<file path="src/rtl/key_evt_pkg.sv">
// Shared definitions for key front-ends: classifier state encoding and the
// millisecond-to-clock-cycle conversion used to size every timer.
package key_evt_pkg;

   typedef enum logic [1:0] {
      IDLE      = 2'd0,
      PRESSED   = 2'd1,
      LONG_HELD = 2'd2
   } key_state_t;

   function automatic int unsigned ms_to_cyc(input int unsigned clk_hz, input int unsigned ms);
      return (clk_hz / 1000) * ms;
   endfunction

endpackage

</file>
<file path="src/rtl/key_press_classifier_if.sv">
// Raw key input plus the debounced level and the five event pulses of one key.
interface key_press_classifier_if;

   logic key_in;
   logic key_level;
   logic press_pulse;
   logic release_pulse;
   logic short_pulse;
   logic long_pulse;
   logic repeat_pulse;

   modport master (
      output key_in,
      input  key_level, press_pulse, release_pulse, short_pulse, long_pulse, repeat_pulse
   );

   modport slave (
      input  key_in,
      output key_level, press_pulse, release_pulse, short_pulse, long_pulse, repeat_pulse
   );

endinterface

</file>
<file path="src/rtl/key_sync_debounce.sv">
// Two-flop synchroniser, polarity normalisation and stability-window debounce.
// change is high in the cycle before key_level flips, so registered event pulses line up with it.
module key_sync_debounce #(
   parameter int unsigned DEB_CYC    = 1,
   parameter logic        KEY_ACTIVE = 1'b1
) (
   input  logic clk,
   input  logic rst,
   input  logic key_in,
   output logic key_level,
   output logic change
);

   localparam int CNT_W = $clog2(DEB_CYC) + 1;
   localparam logic [CNT_W-1:0] CNT_LAST = CNT_W'(DEB_CYC - 1);

   logic [1:0]       sync_reg;
   logic [CNT_W-1:0] cnt_reg;
   logic             level_reg;
   logic             pressed;

   assign pressed   = (sync_reg[1] == KEY_ACTIVE);
   assign change    = (pressed != level_reg) && (cnt_reg == CNT_LAST);
   assign key_level = level_reg;

   always_ff @(posedge clk or negedge rst) begin
      if (!rst) begin
         sync_reg  <= '0;
         cnt_reg   <= '0;
         level_reg <= 1'b0;
      end else begin
         sync_reg <= {sync_reg[0], key_in};
         // Any agreement restarts the window, so short disagreements are dropped.
         if (pressed == level_reg) begin
            cnt_reg <= '0;
         end else if (change) begin
            level_reg <= ~level_reg;
            cnt_reg   <= '0;
         end else begin
            cnt_reg <= cnt_reg + 1'b1;
         end
      end
   end

endmodule

</file>
<file path="src/rtl/key_press_classifier.sv">
// Turns one raw push-button into debounced press/release/short/long/repeat pulses.
// Hold counter is shared between the long threshold and the auto-repeat period.
module key_press_classifier
   import key_evt_pkg::*;
#(
   parameter int unsigned CLK_HZ     = 100_000_000,
   parameter int unsigned DEB_MS     = 15,
   parameter int unsigned LONG_MS    = 1000,
   parameter int unsigned REPEAT_MS  = 200,
   parameter logic        KEY_ACTIVE = 1'b1
) (
   input  logic                   clk,
   input  logic                   rst,
   key_press_classifier_if.slave  bus
);

   localparam int unsigned DEB_RAW   = ms_to_cyc(CLK_HZ, DEB_MS);
   localparam int unsigned DEB_CYC   = (DEB_RAW == 0) ? 1 : DEB_RAW;
   localparam int unsigned LONG_CYC  = ms_to_cyc(CLK_HZ, LONG_MS);
   localparam int unsigned REP_CYC   = ms_to_cyc(CLK_HZ, REPEAT_MS);
   localparam int unsigned HOLD_MAX  = (LONG_CYC > REP_CYC) ? LONG_CYC : REP_CYC;
   localparam int          HOLD_W    = $clog2(HOLD_MAX) + 1;
   localparam int unsigned LONG_LAST = (LONG_CYC == 0) ? 0 : LONG_CYC - 1;
   localparam int unsigned REP_LAST  = (REP_CYC == 0) ? 0 : REP_CYC - 1;

   logic              level;
   logic              change;
   logic              rise;
   logic              fall;
   key_state_t        state_reg;
   logic [HOLD_W-1:0] hold_reg;
   logic              press_reg;
   logic              release_reg;
   logic              short_reg;
   logic              long_reg;
   logic              repeat_reg;

   key_sync_debounce #(
      .DEB_CYC    (DEB_CYC),
      .KEY_ACTIVE (KEY_ACTIVE)
   ) u_deb (
      .clk       (clk),
      .rst       (rst),
      .key_in    (bus.key_in),
      .key_level (level),
      .change    (change)
   );

   assign rise = change && !level;
   assign fall = change && level;

   always_ff @(posedge clk or negedge rst) begin
      if (!rst) begin
         state_reg   <= IDLE;
         hold_reg    <= '0;
         press_reg   <= 1'b0;
         release_reg <= 1'b0;
         short_reg   <= 1'b0;
         long_reg    <= 1'b0;
         repeat_reg  <= 1'b0;
      end else begin
         press_reg   <= 1'b0;
         release_reg <= 1'b0;
         short_reg   <= 1'b0;
         long_reg    <= 1'b0;
         repeat_reg  <= 1'b0;
         case (state_reg)
            IDLE: begin
               if (rise) begin
                  state_reg <= PRESSED;
                  press_reg <= 1'b1;
                  hold_reg  <= '0;
               end
            end
            PRESSED: begin
               // A release landing on the threshold cycle is still a short press.
               if (fall) begin
                  state_reg   <= IDLE;
                  release_reg <= 1'b1;
                  short_reg   <= 1'b1;
               end else if (hold_reg == HOLD_W'(LONG_LAST)) begin
                  state_reg <= LONG_HELD;
                  long_reg  <= 1'b1;
                  hold_reg  <= '0;
               end else begin
                  hold_reg <= hold_reg + 1'b1;
               end
            end
            LONG_HELD: begin
               if (fall) begin
                  state_reg   <= IDLE;
                  release_reg <= 1'b1;
               end else if (REP_CYC != 0) begin
                  if (hold_reg == HOLD_W'(REP_LAST)) begin
                     repeat_reg <= 1'b1;
                     hold_reg   <= '0;
                  end else begin
                     hold_reg <= hold_reg + 1'b1;
                  end
               end
            end
            default: state_reg <= IDLE;
         endcase
      end
   end

   assign bus.key_level     = level;
   assign bus.press_pulse   = press_reg;
   assign bus.release_pulse = release_reg;
   assign bus.short_pulse   = short_reg;
   assign bus.long_pulse    = long_reg;
   assign bus.repeat_pulse  = repeat_reg;

endmodule
</file>
<file path="src/flat_wrapper.sv">
// flat-port wrapper written by rule: the top's interface ports become plain ports
module key_press_classifier_flat import key_evt_pkg::*;
#(
   parameter int unsigned CLK_HZ     = 100_000_000,
   parameter int unsigned DEB_MS     = 15,
   parameter int unsigned LONG_MS    = 1000,
   parameter int unsigned REPEAT_MS  = 200,
   parameter logic        KEY_ACTIVE = 1'b1
)
  (clk, rst, bus_key_in, bus_key_level, bus_press_pulse, bus_release_pulse, bus_short_pulse, bus_long_pulse, bus_repeat_pulse);
  key_press_classifier_if bus_i ();
  input  logic clk;
  input  logic rst;
  input wire logic [$bits(bus_i.key_in)-1:0] bus_key_in;
  output wire logic [$bits(bus_i.key_level)-1:0] bus_key_level;
  output wire logic [$bits(bus_i.press_pulse)-1:0] bus_press_pulse;
  output wire logic [$bits(bus_i.release_pulse)-1:0] bus_release_pulse;
  output wire logic [$bits(bus_i.short_pulse)-1:0] bus_short_pulse;
  output wire logic [$bits(bus_i.long_pulse)-1:0] bus_long_pulse;
  output wire logic [$bits(bus_i.repeat_pulse)-1:0] bus_repeat_pulse;
  assign bus_i.key_in = bus_key_in;
  assign bus_key_level = bus_i.key_level;
  assign bus_press_pulse = bus_i.press_pulse;
  assign bus_release_pulse = bus_i.release_pulse;
  assign bus_short_pulse = bus_i.short_pulse;
  assign bus_long_pulse = bus_i.long_pulse;
  assign bus_repeat_pulse = bus_i.repeat_pulse;
  key_press_classifier #(.CLK_HZ(CLK_HZ), .DEB_MS(DEB_MS), .LONG_MS(LONG_MS), .REPEAT_MS(REPEAT_MS), .KEY_ACTIVE(KEY_ACTIVE)) u_core (.clk(clk), .rst(rst), .bus(bus_i));
endmodule
</file>
<file path="config.mk">
export PLATFORM = sky130hd
export DESIGN_NAME = key_press_classifier_flat
export DESIGN_NICKNAME = d
export VERILOG_FILES = /design/src/rtl/key_evt_pkg.sv /design/src/rtl/key_press_classifier_if.sv /design/src/rtl/key_sync_debounce.sv /design/src/rtl/key_press_classifier.sv /design/src/flat_wrapper.sv
export SDC_FILE = /design/constraint.sdc
export NUM_CORES = 1
export LEC_CHECK = 0
export BUFFER_PORTS_ARGS = -buffer_cell sky130_fd_sc_hd__buf_2
export CAP_MARGIN = 10
export CELL_PAD_IN_SITES_DETAIL_PLACEMENT = 1
export CELL_PAD_IN_SITES_GLOBAL_PLACEMENT = 2
export CORE_ASPECT_RATIO = 0.75
export CORE_MARGIN = 5
export CORE_UTILIZATION = 40
export CTS_CLUSTER_SIZE = 14
export DETAILED_ROUTE_END_ITERATION = 8
export PLACE_DENSITY = 0.91
export SLEW_MARGIN = 25
export SYNTH_ARGS = -nofsm -noshare
export SYNTH_HDL_FRONTEND = slang
export SYNTH_SLANG_ARGS = --single-unit
</file>
<file path="constraint.sdc">
create_clock -name clk -period 2.9 [get_ports clk]
set_input_delay 0.29 -clock clk [delete_from_list [all_inputs] [get_ports clk]]
set_output_delay 0.29 -clock clk [all_outputs]
set_load 0.02 [all_outputs]
</file>
# After elaboration in Yosys (flattened, before gate mapping)
# Index checks and enable logic that the tools add are counted.
# W data, S select, Z words.
dict set report classes {
  n_bitwise 2
  muxes 24
  addsub 2
  n_reduce_logical 10
  eq_ne 12
}
# operator count
set ops {}
lappend ops {{$mux W28} 5}
lappend ops {{$pmux W28 S3} 1}
lappend ops {{$mux W22} 2}
lappend ops {{$add A28 B1 Y28 const B} 1}
lappend ops {{$eq A28 B25 Y1 const B} 1}
lappend ops {{$eq A28 B27 Y1 const B} 1}
lappend ops {{$add A22 B1 Y22 const B} 1}
lappend ops {{$eq A22 B21 Y1 const B} 1}
lappend ops {{$mux W1} 11}
lappend ops {{$mux W2} 4}
lappend ops {{$pmux W2 S3} 1}
lappend ops {{$ne A2 B1 Y1 const B} 2}
lappend ops {{$ne A2 B2 Y1 const B} 2}
lappend ops {{$reduce_and A4 Y1} 1}
lappend ops {{$logic_and A1 B1 Y1} 3}
lappend ops {{$ne A3 B1 Y1 const B} 1}
lappend ops {{$reduce_and A3 Y1} 1}
lappend ops {{$reduce_bool A3 Y1} 1}
lappend ops {{$eq A2 B1 Y1 const B} 1}
lappend ops {{$eq A2 B2 Y1 const B} 1}
lappend ops {{$logic_not A2 Y1} 1}
lappend ops {{$not A1 Y1} 2}
lappend ops {{$reduce_and A2 Y1} 1}
lappend ops {{$reduce_or A2 Y1} 1}
lappend ops {{3 further kinds} 3}
dict set report totals {
  elab_cells 60
  out_inout_bits 6
  input_bits 3
  register_bits 60
}

# Longest topological paths before layout
dict set report logic_depth {
  ltp_word 5
  ltp_mapped 9
  mapped_depth_nobuf 7
}

# By module
# From an unflattened synthesis, not the netlist that was laid out.
dict set report unflattened {
  hier_cells 338
  area_unflattened_um2 3215.6
}
# module seq_area_each_um2 area_per_inst_um2 n_inst cells_per_inst
set by_module_without_submodules {}
lappend by_module_without_submodules {key_press_classifier 875.8 1989.4 1 213}
lappend by_module_without_submodules {key_sync_debounce 625.6 1226.2 1 125}

# Worst setup path after synthesis
# No wires, ideal clock.
dict set report synth_path {
  kind {reg-to-reg}
  from {register u_core.hold_reg[12]}
  to {register u_core.hold_reg[21]}
  path_slack_ns 0.309
  t_arrival_ns 2.463
  required_time_ns 2.772
  setup_time_ns 0.128
  period_less_slack_ns 2.591
  path_buffers 2
  stages_incl_launch_ff 9
  cell_sequence {dfrtp_1 > or4b_1 > or4_1 > o41a_1 > o21a_2 > nand2b_2 > buf_6 > buf_12 > o31ai_1}
}
dict set report synth_via {
  elab_chain_cells 4
  elab_cells_between_ends 8
  classes_between {1 x add/sub; 2 x eq/ne; 5 x mux}
}
# element line_no
set synth_lines {}
lappend synth_lines {{start: declaration} key_press_classifier.sv:31} ;# logic [HOLD_W-1:0] hold_reg;
lappend synth_lines {{start signal: assignment} key_press_classifier.sv:86} ;# hold_reg <= hold_reg + 1'b1;
lappend synth_lines {{start signal: assignment} key_press_classifier.sv:98} ;# hold_reg <= hold_reg + 1'b1;
lappend synth_lines {{$add A28 B1 Y28 (tied with other cells)} {key_press_classifier.sv:86, key_press_classifier.sv:98}}
lappend synth_lines {{$mux W28, on equally long branches} {key_press_classifier.sv:94, key_press_classifier.sv:81}}
lappend synth_lines {{$mux W28, on equally long branches} {key_press_classifier.sv:90, key_press_classifier.sv:77}}
lappend synth_lines {{$pmux W28 S3 *} key_press_classifier.sv:67} ;# case (state_reg)
# Every way passes the cells marked *; elsewhere a longest branch is shown, timed or not. The select of a mux whose other input is x is not followed.
# A chain may end at the register's enable or synchronous reset.

# Worst setup path in the final report
dict set report layout_path {
  from {register u_core.hold_reg[19]}
  to {register u_core.hold_reg[6]}
}
dict set report layout_via {
  elab_chain_cells 4
  elab_cells_between_ends 7
  classes_between {2 x eq/ne; 5 x mux}
}
# element line_no
set layout_lines {}
lappend layout_lines {{$eq A28 B25 Y1 / $eq A28 B27 Y1 (equally long branches)} {key_press_classifier.sv:94, key_press_classifier.sv:81}}
lappend layout_lines {{$mux W28, on equally long branches} {key_press_classifier.sv:94, key_press_classifier.sv:81}}
lappend layout_lines {{$mux W28, on equally long branches} {key_press_classifier.sv:90, key_press_classifier.sv:77}}
lappend layout_lines {{$pmux W28 S3 *} key_press_classifier.sv:67}
# Marks and branches as above.

==> impl_metrics.env <==
export IMPL_dieArea_mm2=0.0103
export IMPL_r2r_start="u_core.hold_reg[19]"
export IMPL_combPwrFrac_pct=2.1
export IMPL_drv_slew=0
export IMPL_antenna_left=0
export IMPL_fin_nets=388
export IMPL_netlist_area_mm2=0.00333
export IMPL_start_util_pct=41.7
export IMPL_clkSlewWorstSetupHoldPaths_ns=0.07
export IMPL_ys_flop_type="dfrtp_1"
export IMPL_worst_setup_path_end_kind="flip-flop"
export IMPL_yosysWarnings=0
export IMPL_crit_chain="or4b_1 -> or4_1 -> o41a_1 -> o21ai_4 -> nor2_1 -> a221o_1"
export IMPL_multiInputGateArea_mm2=0.00171
export IMPL_peakVddDrop_v=0.000179
export IMPL_crit_path_end="u_core.hold_reg[6]"
export IMPL_setup_ws_ns=0.0899
export IMPL_synthArstFlopShare_pct=100
export IMPL_antenna_found_initial=0
export IMPL_cp_start_kind="flip-flop"
export IMPL_p_int_mw=1.29
export IMPL_seqCellArea_mm2=0.00150
export IMPL_place_gp_congestion=0.859
export IMPL_finalHoldViolCount=0
export IMPL_r2r_slack_ns=0.09
export IMPL_io_buffers=8
export IMPL_cp_startpoint="u_core.hold_reg[19]"
export IMPL_cts_setup_buffers=0
export IMPL_grt_start_max_net_pins=36
export IMPL_slew_headroom_pct=43.0
export IMPL_reg2regPathDepth=6
export IMPL_wirelength_mm=9.50
export IMPL_instances_no_fill=489
export IMPL_htreeDepth=3
export IMPL_required_ns=3.13
export IMPL_vias=2928
export IMPL_synthCells=355
export IMPL_hp_class="in -> async"
export IMPL_yosysUniqueCellTypes=52
export IMPL_clkLatencyLatePin_ns=0.34
export IMPL_power_leakage_nw=1.53
export IMPL_n_fill_cell=937
export IMPL_cts_buffers=9
export IMPL_rsz0062_at_grt="true"
export IMPL_n_antenna_cell=0
export IMPL_area_growth_pct=13.6
export IMPL_synth_edf_count=0
export IMPL_core_mm2=0.00799
export IMPL_fin_util_pct=47.4
export IMPL_holdWs_ns=0.0457
export IMPL_period_share_pct=96.9
export IMPL_cap_violations=0
export IMPL_via_per_inst=5.99
export IMPL_placed_area_mm2=0.00357
export IMPL_fin_crit_ns=2.81
export IMPL_path_buf_inv=0
export IMPL_cts_root_buf="clkbuf_8"
export IMPL_p_sw_mw=0.373
export IMPL_drc=0
export IMPL_ctsLongestPathBuffers=2
export IMPL_ys_ff_latch=60
export IMPL_cts_tree="built"
export IMPL_power_density_mw_per_mm2=439
export IMPL_setup_viol=0
export IMPL_yosysSeqAreaShare_pct=45.1
export IMPL_clkPwrFrac_pct=47.1
export IMPL_drt_wirelength_per_cell_um=19.4
export IMPL_r2r_end="u_core.hold_reg[6]"
export IMPL_drt_first_iter_violations=211
export IMPL_tightest_slew_ns=0.856
export IMPL_grt_first_pass_wirelength_mm=16.2
export IMPL_crit_arrival_ns=3.04
export IMPL_cpLargestDelayFamily="simple AND/OR/NAND/NOR gates"
export IMPL_cp_slowest_cell="or4b_1"
export IMPL_syn_nets=364
export IMPL_switching_share_pct=22.4
export IMPL_first_pass_iters=4
export IMPL_dp_slack_ns=0.0682
export IMPL_layout_drive_gt1_share_pct=13.5
export IMPL_crit_fanout=8
export IMPL_die_width_um=115
export IMPL_avgSynthCellArea_um2=9.38
export IMPL_cp_depth=6
export IMPL_grt_ovfl_total=0
export IMPL_cts_sinks=60
export IMPL_fmax_ghz=0.356
export IMPL_dp_cells=473
export IMPL_fin_area_mm2=0.00378
export IMPL_skew_ns=0.0113
export IMPL_critPathMaxStageDelay_ns=0.53
export IMPL_place_hpwl_mm=6.86
export IMPL_largest_reg_flops=28
export IMPL_seq_power_share_pct=50.8
export IMPL_status="finished, final reports clean"
export IMPL_rows=28
export IMPL_grt_use_total_pct=20.4
export IMPL_criticalPathCategory="reg -> reg"
export IMPL_num_io_pins=9
export IMPL_fp_dieH_um=89.0
export IMPL_grt_pass1_vias=3033
## how the worst min path moves through the flow
stage / startpoint / end / slack [ns] / cells after the start
floorplan: rst / u_core.bus.long_pulse / -0.006 / 0
finish: rst / u_core.u_deb.cnt_reg[10] / 0.05 / 1
global route: bus_key_in / u_core.u_deb.sync_reg[0] / 0.04 / 1
CTS: bus_key_in / u_core.u_deb.sync_reg[0] / 0.04 / 1
detailed placement: u_core.u_deb.sync_reg[0] / u_core.u_deb.sync_reg[1] / 0.35 / 0
global placement: u_core.u_deb.sync_reg[0] / u_core.u_deb.sync_reg[1] / 0.33 / 0
## layout make-up
type	instances	share of cell area, %
multi-input cells	272	45.2
clock buffers	12	4.10
well taps	105	3.47
clock inverters	4	1.26
repair buffers	27	5.36
inverters	9	0.893
flip-flops and latches	60	39.7
## cell usage in the layout, fill, tap and decap left out, types with 3 or more instances in the layout
master	netlist	layout
inv_1	9	9
o31ai_1	12	12
a2bb2oi_1	14	14
a22o_1	6	6
nand4_1	11	11
or4_1	3	3
buf_2	0	8
xnor2_1	8	8
nor4b_1	4	4
and3_1	8	8
a21o_1	5	5
nor3_1	15	15
o21bai_1	5	5
ha_1	6	6
and4_1	4	4
or3_1	3	3
nand2_1	39	39
dfrtp_1	60	60
clkbuf_8	0	11
o21ai_0	9	9
buf_4	1	16
nand3_1	28	28
nor4_1	4	4
nor2_1	39	39
o21ai_2	4	4
nor2b_1	3	3
xor2_1	13	13
## synth_stat cells, drive strengths merged (2+ instances only)
library cell  number  share of area (%)
dfrtp             60                 45
nand2             39                4.4
nor2              39                4.4
nand3             28                4.2
nor3              15                2.3
o21ai             15                3.0
a2bb2oi           14                3.7
xor2              13                3.4
o31ai             12                2.7
nand4             11                2.1
clkbuf             9                1.0
inv                9                1.0
and3               8                1.5
xnor2              8                2.1
a22o               6                1.6
ha                 6                2.3
a21o               5                1.1
buf                5                1.6
o21bai             5                1.1
and4               4                1.1
nor4               4               0.75
nor4b              4                1.1
nand2b             3               0.64
nor2b              3               0.56
or3                3               0.56
or4                3               0.68
a22oi              2               0.45
o22a               2               0.53
o31a               2               0.53
o41ai              2               0.53
or2                2               0.38
or4b               2               0.60
## metal layers
| metal | part of all wire (%) | up-vias | GRT usage, % |
|---|---|---|---|
| met2 | 44 | 73 | 30.9 |
| met4 | 1.2 | 0 | 5.44 |
| li1 | - | 1355 | - |
| met5 | 0 | - | 0 |
| met3 | 5.9 | 11 | 4.60 |
| met1 | 49 | 1489 | 29.6 |
## repair_timing
item | in CTS | in global routing
endpoints found under the hold margin | 0 | 0
gates resized for setup | 0 | 3
setup endpoints to repair | 0 | 10
hold buffers | 0 | 0
## metrics by stage
step                      total power [mW]  TNS (ns)
final                                 1.66         0
after global routing                  1.73   -0.0304
after CTS                             1.68         0
after detailed placement             0.897         0
after global placement               0.896         0
after floorplan                      0.872         0
## power by group through the flow
stage / clock network, mW / registers (mW) / logic, mW
detailed placement: 0 / 0.861 / 0.0362
CTS: 0.800 / 0.845 / 0.0361
global route: 0.845 / 0.845 / 0.0403
finish: 0.783 / 0.845 / 0.0341
global placement: 0 / 0.861 / 0.0348
floorplan: 0 / 0.860 / 0.0111
## cells by family (layout without fill, tap and decap cells)
logic type                 Yosys count  count (layout)  share of synthesized area (%)
AOI/OAI and AO/OA                   73              73                           17.3
xor gates and xnor gates            21              21                           5.52
and+or+nand+nor                    172             172                           26.2
adders and majority gates            6               6                           2.25
DFF                                 60              60                           45.1
buffers and inverters               23              52                           3.65
Power figures use the tool's default switching activity.
